--- config.mk ---
export PLATFORM = sky130hd
export DESIGN_NAME = seq_det_sched_flat
export DESIGN_NICKNAME = d
export VERILOG_FILES = /design/src/rtl/seq_det_sched_if.sv /design/src/rtl/seq_det_sched.sv /design/src/flat_wrapper.sv
export SDC_FILE = /design/constraint.sdc
export NUM_CORES = 1
export LEC_CHECK = 0
export CAP_MARGIN = 0
export CORE_MARGIN = 5
export CORE_UTILIZATION = 53
export CTS_BUF_LIST = sky130_fd_sc_hd__clkbuf_8
export DETAILED_ROUTE_END_ITERATION = 10
export GPL_TIMING_DRIVEN = 1
export PLACE_DENSITY = 0.95
export SLEW_MARGIN = 20
export SYNTH_ARGS = -nofsm -noshare
export SYNTH_HDL_FRONTEND = slang
export SYNTH_SLANG_ARGS = --single-unit
--- constraint.sdc ---
create_clock -name clock_i -period 7.2 [get_ports clock_i]
set_input_delay 2.16 -clock clock_i [delete_from_list [all_inputs] [get_ports clock_i]]
set_output_delay 2.16 -clock clock_i [all_outputs]
set_load 0.1 [all_outputs]
--- src/rtl/seq_det_sched_if.sv ---
// rtl/seq_det_sched_if.sv - requester-side bundle of the shared 1011 detector scheduler
interface seq_det_sched_if #(
  parameter int NREQ  = 4,
  parameter int WIDTH = 16,
  parameter int CNTW  = 5,
  parameter int IDW   = 2
);
  logic [NREQ-1:0]       req;
  logic [NREQ*WIDTH-1:0] req_data;
  logic [NREQ-1:0]       grant;
  logic                  busy;
  logic                  done;
  logic [IDW-1:0]        done_id;
  logic [CNTW-1:0]       hit_count;

  modport master (
    output req, req_data,
    input  grant, busy, done, done_id, hit_count
  );

  modport slave (
    input  req, req_data,
    output grant, busy, done, done_id, hit_count
  );
endinterface

--- src/rtl/seq_det_sched.sv ---
// rtl/seq_det_sched.sv - arbitrates NREQ requesters onto one Moore 1011 detector, counts hits per job
// Build option: SEQ_DET_SCHED_FIXED_PRIO_EN selects fixed lowest-index priority instead of round-robin.
module seq_det_sched #(
  parameter int NREQ  = 4,
  parameter int WIDTH = 16,
  parameter int CNTW  = 5,
  parameter int IDW   = 2
) (
  input  logic           clock_i,
  input  logic           reset_ni,
  seq_det_sched_if.slave bus,
  output logic           det_reset_o,
  output logic           det_sequence_in_o,
  input  logic           det_out_i
);

  typedef enum logic [2:0] {
    S_IDLE,
    S_CLEAR,
    S_SHIFT,
    S_DRAIN,
    S_DONE
  } state_t;

  state_t            state_q, state_d;
  logic [IDW-1:0]    ptr_q, ptr_d;
  logic [WIDTH-1:0]  shreg_q, shreg_d;
  logic [CNTW-1:0]   bitcnt_q, bitcnt_d;
  logic [CNTW-1:0]   cnt_q, cnt_d;
  logic [IDW-1:0]    id_q, id_d;
  logic [NREQ-1:0]   grant_q, grant_d;
  logic              busy_q, busy_d;
  logic              done_q, done_d;
  logic [IDW-1:0]    done_id_q, done_id_d;
  logic [CNTW-1:0]   hit_q, hit_d;
  logic              det_rst_q, det_rst_d;
  logic              det_si_q, det_si_d;

  logic [IDW-1:0]    winner;
  logic [IDW-1:0]    ptr_next;
  logic [WIDTH-1:0]  win_word;
  logic [CNTW-1:0]   cnt_inc;

  // Descending scan so the last match is the one closest to the scan origin.
  always_comb begin
    int idx;
    idx    = 0;
    winner = '0;
`ifdef SEQ_DET_SCHED_FIXED_PRIO_EN
    for (int i = NREQ - 1; i >= 0; i--) begin
      if (bus.req[IDW'(i)]) winner = IDW'(i);
    end
    ptr_next = '0;
`else
    for (int o = NREQ - 1; o >= 0; o--) begin
      idx = int'(ptr_q) + o;
      if (idx >= NREQ) idx = idx - NREQ;
      if (bus.req[IDW'(idx)]) winner = IDW'(idx);
    end
    ptr_next = (int'(winner) == NREQ - 1) ? '0 : winner + 1'b1;
`endif
  end

  always_comb begin
    win_word = '0;
    for (int i = 0; i < NREQ; i++) begin
      if (winner == IDW'(i)) win_word = bus.req_data[i*WIDTH +: WIDTH];
    end
  end

  assign cnt_inc = (det_out_i && (cnt_q != {CNTW{1'b1}})) ? cnt_q + 1'b1 : cnt_q;

  always_comb begin
    state_d   = state_q;
    ptr_d     = ptr_q;
    shreg_d   = shreg_q;
    bitcnt_d  = bitcnt_q;
    cnt_d     = cnt_q;
    id_d      = id_q;
    grant_d   = '0;
    done_d    = 1'b0;
    done_id_d = done_id_q;
    hit_d     = hit_q;
    det_rst_d = 1'b0;
    det_si_d  = 1'b0;

    case (state_q)
      S_IDLE: begin
        if (|bus.req) begin
          state_d   = S_CLEAR;
          id_d      = winner;
          shreg_d   = win_word;
          grant_d   = NREQ'(1) << winner;
          ptr_d     = ptr_next;
          cnt_d     = '0;
          det_rst_d = 1'b1;
        end
      end
      S_CLEAR: begin
        state_d  = S_SHIFT;
        det_si_d = shreg_q[WIDTH-1];
        shreg_d  = {shreg_q[WIDTH-2:0], 1'b0};
        bitcnt_d = '0;
      end
      S_SHIFT: begin
        // det_out lags the serial input by one cycle, so bit 0's cycle sees only the cleared state.
        if (bitcnt_q != '0) cnt_d = cnt_inc;
        if (bitcnt_q == CNTW'(WIDTH - 1)) begin
          state_d = S_DRAIN;
        end else begin
          det_si_d = shreg_q[WIDTH-1];
          shreg_d  = {shreg_q[WIDTH-2:0], 1'b0};
          bitcnt_d = bitcnt_q + 1'b1;
        end
      end
      S_DRAIN: begin
        state_d   = S_DONE;
        cnt_d     = cnt_inc;
        done_d    = 1'b1;
        done_id_d = id_q;
        hit_d     = cnt_inc;
      end
      S_DONE: begin
        state_d = S_IDLE;
      end
      default: begin
        state_d = S_IDLE;
      end
    endcase

    busy_d = (state_d != S_IDLE);
  end

  always_ff @(posedge clock_i or negedge reset_ni) begin
    if (!reset_ni) begin
      state_q   <= S_IDLE;
      ptr_q     <= '0;
      shreg_q   <= '0;
      bitcnt_q  <= '0;
      cnt_q     <= '0;
      id_q      <= '0;
      grant_q   <= '0;
      busy_q    <= 1'b0;
      done_q    <= 1'b0;
      done_id_q <= '0;
      hit_q     <= '0;
      det_rst_q <= 1'b1;
      det_si_q  <= 1'b0;
    end else begin
      state_q   <= state_d;
      ptr_q     <= ptr_d;
      shreg_q   <= shreg_d;
      bitcnt_q  <= bitcnt_d;
      cnt_q     <= cnt_d;
      id_q      <= id_d;
      grant_q   <= grant_d;
      busy_q    <= busy_d;
      done_q    <= done_d;
      done_id_q <= done_id_d;
      hit_q     <= hit_d;
      det_rst_q <= det_rst_d;
      det_si_q  <= det_si_d;
    end
  end

  assign bus.grant         = grant_q;
  assign bus.busy          = busy_q;
  assign bus.done          = done_q;
  assign bus.done_id       = done_id_q;
  assign bus.hit_count     = hit_q;
  assign det_reset_o       = det_rst_q;
  assign det_sequence_in_o = det_si_q;

endmodule

--- src/flat_wrapper.sv ---
// flat-port wrapper written by rule: the top's interface ports become plain ports
module seq_det_sched_flat 
#(
  parameter int NREQ  = 4,
  parameter int WIDTH = 16,
  parameter int CNTW  = 5,
  parameter int IDW   = 2
)
  (clock_i, reset_ni, det_reset_o, det_sequence_in_o, det_out_i, bus_req, bus_req_data, bus_grant, bus_busy, bus_done, bus_done_id, bus_hit_count);
  seq_det_sched_if #(.NREQ(NREQ), .WIDTH(WIDTH), .CNTW(CNTW), .IDW(IDW)) bus_i ();
  input  logic clock_i;
  input  logic reset_ni;
  output logic det_reset_o;
  output logic det_sequence_in_o;
  input  logic det_out_i;
  input wire logic [$bits(bus_i.req)-1:0] bus_req;
  input wire logic [$bits(bus_i.req_data)-1:0] bus_req_data;
  output wire logic [$bits(bus_i.grant)-1:0] bus_grant;
  output wire logic [$bits(bus_i.busy)-1:0] bus_busy;
  output wire logic [$bits(bus_i.done)-1:0] bus_done;
  output wire logic [$bits(bus_i.done_id)-1:0] bus_done_id;
  output wire logic [$bits(bus_i.hit_count)-1:0] bus_hit_count;
  assign bus_i.req = bus_req;
  assign bus_i.req_data = bus_req_data;
  assign bus_grant = bus_i.grant;
  assign bus_busy = bus_i.busy;
  assign bus_done = bus_i.done;
  assign bus_done_id = bus_i.done_id;
  assign bus_hit_count = bus_i.hit_count;
  seq_det_sched #(.NREQ(NREQ), .WIDTH(WIDTH), .CNTW(CNTW), .IDW(IDW)) u_core (.clock_i(clock_i), .reset_ni(reset_ni), .bus(bus_i), .det_reset_o(det_reset_o), .det_sequence_in_o(det_sequence_in_o), .det_out_i(det_out_i));
endmodule
==> results of run 1 <==
[how the worst min path moves through the flow]
| stage | startpoint | endpoint | depth (start not counted) |
|---|---|---|---|
| 2_1_floorplan | u_core.id_q[0] | u_core.bus.done_id[0] | 2 |
| 3_3_place_gp | u_core.bus.hit_count[4] | u_core.bus.hit_count[4] | 2 |
| 4_1_cts | u_core.bus.hit_count[0] | u_core.bus.hit_count[0] | 2 |
| 6_report | u_core.bus.hit_count[0] | u_core.bus.hit_count[0] | 2 |
| 3_5_place_dp | u_core.bus.done_id[1] | u_core.bus.done_id[1] | 2 |
| 5_1_grt | u_core.bus.done_id[0] | u_core.bus.done_id[0] | 2 |
[cells by family after synthesis]
kind of cell             count (synthesis)  share of synthesized area [%]
AO/OA/AOI/OAI                          119                           28.1
buffers and inverters                   42                           6.27
XOR/XNOR                                 4                           1.20
adder cells (fa/ha/maj)                  9                           3.87
flip-flops                              48                           41.3
AND/OR/NAND/NOR                         90                           15.8
multiplexers                             8                           3.52
[through the flow]
step | area, um2 | total power [mW]
after floorplan | 2910 | 1.28
after global placement | 3750 | 1.47
after detailed placement | 3750 | 1.52
after CTS | 3850 | 1.71
after global routing | 3850 | 1.84
final | 3850 | 1.71
[flip-flops by register name, indices dropped and copies added, names as in the netlist, 2 cells and up]
| signal | flops |
|---|---|
| u_core.bus.grant | 4 |
| u_core.state_q | 3 |
| u_core.bus.done_id | 2 |
| u_core.ptr_q | 2 |
| u_core.bitcnt_q | 5 |
| u_core.cnt_q | 5 |
| u_core.bus.hit_count | 5 |
| u_core.shreg_q | 16 |
| u_core.id_q | 2 |
[Yosys cell counts, types with 7 or more instances]
| master | count |
|---|---|
| nor2_1 | 11 |
| a21oi_1 | 24 |
| o21ai_0 | 19 |
| a221oi_1 | 8 |
| o21ai_1 | 10 |
| nand2_1 | 42 |
| o21a_1 | 9 |
| a31oi_1 | 7 |
| ha_1 | 9 |
| inv_1 | 17 |
| clkbuf_1 | 13 |
| o32ai_1 | 8 |
| dfrtp_1 | 47 |
| nand3b_1 | 7 |
[where the power goes]
group          internal [mW]  switching, mW  leakage, nW
Clock                  0.101         0.0865       0.0607
Combinational          0.378          0.653        0.939
Sequential             0.380          0.111        0.611
Total                  0.860          0.851         1.61
[worst reg2reg max path, delay by kind of cell (launching register included)]
family | cells | cell delay (ps)
compound gates | 4 | 1470
fa+ha+maj | 1 | 880
flops | 1 | 440
simple gates | 1 | 190
[layout by cell type (no fill, tap or decap), types with 8 or more instances in the layout]
cell / instances
a21oi_1: 24
a221oi_1: 8
clkdlybuf4s50_1: 84
dfrtp_1: 47
ha_1: 9
inv_1: 19
nand2_1: 42
nor2_1: 11
o21a_1: 9
o21ai_0: 19
o21ai_1: 10
o32ai_1: 8
[final cells by class]
cell class                 instances  area share [%]
sequential                        48            31.2
multi-input combinational        230            39.6
clock inverter                     3           0.974
tap                               72            2.34
inverter                          21            2.11
clock buffer                       5            1.79
timing repair buffer              85            22.0
[metal layers]
layer / vias to the layer above / routed length (um) / GRT usage, %
li1: 1315 / - / -
met1: 1325 / 3060 / 29.7
met2: 142 / 3810 / 37.9
met3: 21 / 728 / 6.61
met4: 0 / 166 / 6.43
met5: - / 0 / 0
==> impl_metrics.toml, run 1 <==
[run_status]
status = "finished, final reports clean"

[clocking]
cts_resized = 0
cts.clk_slew.worst_paths_ps = 90
cts_root_buffer = "clkbuf_8"
htree_num_levels = 2
cts_max_path_buffers = 2
clkLatencyLatePin_ps = 310
cts_made_buffers = 5
postCtsSetupBuffers = 0
cts_tree = "built"
clock_sinks = 48
ctsHoldBuffers = 0

[yosys]
synth_ff_type = "dfrtp_1"
synth_edf_count = 0
netlist_area_um2 = 2910
yosysTopAreaCell = "dfrtp_1"
ys_warn_count = 0
yosys.area.top_type_share_pct = 40.4
avgSynthCellArea_um2 = 9.10
syn_nets = 400
synthTopCellsByArea = "dfrtp_1, nand2_1, a21oi_1, ha_1, o21ai_0"
synth_cell_types = 55
netlist_instances = 320
ys_ff_latch = 48
yosysSeqAreaShare_pct = 41.3
synthArstFlopShare_pct = 100

[worst_setup_path]
crit_family = "compound AO/OA/AOI/OAI gates"
r2r_start = "u_core.ptr_q[1]"
start_kind = "input port"
r2r-end = "u_core.shreg_q[11]"
r2r_cells = 6
end_kind = "flop"
cp_cell_sequence = "clkdlybuf4s50_1, and3b_1, a311oi_1, ha_1, o21ai_0, a221oi_1, o32ai_1"
crit_start = "bus_req[2]"
cp_slowest_cell = "ha_1"
max_stage_delay_ps = 880
crit_required_ps = 7370
crit_end = "u_core.shreg_q[11]"
r2r_slack_ps = 4100
worstPathArrival_ps = 5180
cp.depth = 7
critical_path_class = "input port to flop"
worstPathMaxFanout = 33
critPathBufInv = 1

[die]
initial_utilization_pct = 53.9
die_width_um = 84.1
core_um2 = 5410
rows = 27
die_h_um = 84.1
ios = 86
die_area_um2 = 7080

[power]
power.leakage_nw = 1.61
max-vdd-ir-drop_uv = 230
p_per_area_nw_per_um2 = 444

[timing]
finalCriticalPeriod_ps = 5020
slew_viol_final = 0
fmax_mhz = 199
fin_ws_ps = 2180
period_share_pct = 69.7
final.setup.tns_ps = 0
rsz0062_at_grt = "false"
tightestPinTransition_ps = 984
whs_ps = 485
maxSlewHeadroom_pct = 34.2
hold_violations = 0
setup_viol = 0
fin_skew_ps = 14.2

[routing]
ant_nets = 0
drc = 0
wire_per_inst_um = 16.7
routed_wl_um = 7770
firstDrtPassIters = 5
num_vias = 2803
drtIter0Drc = 210
viasPerCell = 6.04

[layout]
drive_gt1_share_pct = 5.36
diodes = 0
multi_input_area_um2 = 1530
final_cells = 464
layout.area.seq_um2 = 1200
fillCellCount = 386
utilization_pct = 71.3
area_growth_pct = 32.4
nets = 471

[grt]
grt_max_degree = 49
grt_pass1_vias = 2893
grt_overflow = 0
antenna_found_initial = 0
grt_usage_pct = 23.1
grt_pass1_wl_um = 13600

[job]
cap_violations = 0

[placed_design]
place_inst = 456
dpl.hpwl_um = 5910
dp_slack_ps = 1950
io_buffers = 85
gp_congestion = 0.879

[min_path]
hold_class = "flop to flop"
Power figures use the tool's default switching activity.
==> run 2: changes to the inputs <==
--- a/config.mk
+++ b/config.mk
@@ -7,11 +7,11 @@
 export LEC_CHECK = 0
 export CAP_MARGIN = 0
 export CORE_MARGIN = 5
-export CORE_UTILIZATION = 53
+export CORE_UTILIZATION = 44
 export CTS_BUF_LIST = sky130_fd_sc_hd__clkbuf_8
 export DETAILED_ROUTE_END_ITERATION = 10
 export GPL_TIMING_DRIVEN = 1
-export PLACE_DENSITY = 0.95
+export PLACE_DENSITY = 0.87
 export SLEW_MARGIN = 20
 export SYNTH_ARGS = -nofsm -noshare
 export SYNTH_HDL_FRONTEND = slang
==> constraint.sdc (replaced) <==
create_clock -name clock_i -period 4 [get_ports clock_i]
set_input_delay 1.2 -clock clock_i [delete_from_list [all_inputs] [get_ports clock_i]]
set_output_delay 1.2 -clock clock_i [all_outputs]
set_load 0.1 [all_outputs]
==> run 2 against run 1 <==
  * Routed wire length down 3.2%
  * Critical path depth up 3
  * Final area up 0.42%
  * Count of clock-buffer cells in the layout unchanged
  * Via count down 2.6%
  * Cell count up 2.2%
  * Global-route usage down 4.7 points
  * Worst setup slack worse by 1600 ps
  * Sequential power up 82%
  * Non-clock buffer count up 5
  * Register-to-register slack worse by 2700 ps
  * Critical endpoint is now u_core.shreg_q[14]
  * Highest routed layer unchanged
==> impl_metrics.toml, run 2 (synthesis results as in run 1) <==
[clocking]
cts_resized = 0
clkLatencyLatePin_ps = 290
cts_max_path_buffers = 2
ctsHoldBuffers = 0
cts.clk_slew.worst_paths_ps = 80
clock_sinks = 48
htree_num_levels = 2
cts_made_buffers = 5
cts_root_buffer = "clkbuf_8"
cts_tree = "built"
postCtsSetupBuffers = 0

[power]
p_per_area_nw_per_um2 = 779
p_total_mw = 3.02
max-vdd-ir-drop_uv = 439
power.leakage_nw = 1.63

[timing]
final.setup.tns_ps = 0
hold_violations = 0
fin_skew_ps = 4.48
fmax_mhz = 291
whs_ps = 483
slew_viol_final = 0
period_share_pct = 85.9
rsz0062_at_grt = "false"
tightestPinTransition_ps = 980
setup_viol = 0
maxSlewHeadroom_pct = 34.5
finalCriticalPeriod_ps = 3430

[layout]
nets = 476
final_common_cell = "clkdlybuf4s50_1"
utilization_pct = 60.6
largest_reg_flops = 16
top_register = "u_core.shreg_q"
drive_gt1_share_pct = 6.80
mostFrequentLayoutCells = "clkdlybuf4s50_1, dfrtp_1, nand2_1"
area_growth_pct = 33.0
final_cells = 474
diodes = 0

[grt]
grt_usage_pct = 18.4
grt_util_met1_pct = 24.6
grt_pass1_vias = 2756
antenna_found_initial = 0
grt_busiest_layer = "met2"
grtUsageMet3_pct = 4.30
grt_pass1_wl_um = 12900
grt_overflow = 0
grt_max_degree = 49
use_met2_pct = 30.3

[worst_setup_path]
r2r_slack_ps = 1410
crit_required_ps = 4180
critPathBufInv = 3
cp.depth = 10
max_stage_delay_ps = 580
crit_end = "u_core.shreg_q[14]"
worstPathMaxFanout = 12
end_kind = "flop"
r2r_cells = 8
cp_slowest_cell = "clkdlybuf4s50_1"
start_kind = "input port"
critical_path_class = "input port to flop"
crit_start = "bus_req[2]"
r2r-end = "u_core.shreg_q[14]"
worstPathArrival_ps = 3620
cp_cell_sequence = "clkdlybuf4s50_1, nand2b_1, a21oi_1, a311oi_1, inv_1, ha_1, inv_2, o311ai_0, a31oi_1, o32a_1"
r2r_start = "u_core.ptr_q[1]"
crit_family = "compound AO/OA/AOI/OAI gates"

[die]
initial_utilization_pct = 45.6
rows = 29
ios = 86
die_width_um = 91.3
die_area_um2 = 8340
die_h_um = 91.3
core_um2 = 6390

[job]
cap_violations = 0

[routing]
routed_wl_um = 7520
firstDrtPassIters = 4
drc = 0
drtIter0Drc = 191
num_vias = 2731
viasPerCell = 5.76
wire_per_inst_um = 15.9
ant_nets = 0

[placed_design]
io_buffers = 85
dpl.hpwl_um = 5770
gp_congestion = 0.882
place_inst = 466

[run_status]
status = "finished, final reports clean"

[min_path]
hold_class = "flop to flop"
min_path_cells = 2
-- run 2: worst min-delay path, stage by stage, from the launching register on --
cell,delay (ps)
dfrtp_1,350
nand2_1,50
nand2_1,50
-- run 2: per-layer routing --
layer  routed length (um)  vias up
li1                     -     1327
met1                 3320     1261
met2                 3510      133
met3                  599       10
met4                   96        0
met5                    0        -
-- run 2: worst min path at each step --
stage                             from                 endpoint  slack, ps
3_5_place_dp     u_core.bus.done_id[1]    u_core.bus.done_id[1]        470
3_3_place_gp     u_core.bus.done_id[0]    u_core.bus.done_id[0]        460
6_report         u_core.bus.done_id[0]    u_core.bus.done_id[0]        480
2_1_floorplan           u_core.id_q[0]    u_core.bus.done_id[0]        440
5_1_grt        u_core.bus.hit_count[4]  u_core.bus.hit_count[4]        500
4_1_cts          u_core.bus.done_id[1]    u_core.bus.done_id[1]        490
-- run 2: area by class of cell --
type | instances | area [um2]
Multi-Input combinational cell | 230 | 1530
Sequential cell | 48 | 1200
Clock buffer | 5 | 68.8
Tap cell | 77 | 96.3
Inverter | 21 | 81.3
Timing Repair Buffer | 90 | 883
Clock inverter | 3 | 12.5
Fill cell | 542 | 2510
-- run 2: through the flow --
step           cell area (um2)  setup WS (ps)
6_report                  3870            565
5_1_grt                   3870            361
4_1_cts                   3870            534
3_5_place_dp              3790            217
3_3_place_gp              3790            375
2_1_floorplan             2910            745
-- run 2: power breakdown --
group / internal [mW] / total [mW] / switching (mW)
Combinational: 0.695 / 1.85 / 1.16
Clock: 0.118 / 0.271 / 0.153
Sequential: 0.684 / 0.892 / 0.208
==> run 3: changes to the inputs <==
--- a/config.mk
+++ b/config.mk
@@ -9,8 +9,10 @@
 export CORE_MARGIN = 5
 export CORE_UTILIZATION = 44
 export CTS_BUF_LIST = sky130_fd_sc_hd__clkbuf_8
+export CTS_CLUSTER_SIZE = 28
 export DETAILED_ROUTE_END_ITERATION = 10
 export GPL_TIMING_DRIVEN = 1
+export HOLD_SLACK_MARGIN = 0.05
 export PLACE_DENSITY = 0.87
 export SLEW_MARGIN = 20
 export SYNTH_ARGS = -nofsm -noshare
==> results of run 3 <==
Final layout, timing and power as in run 2 (identical DEF).
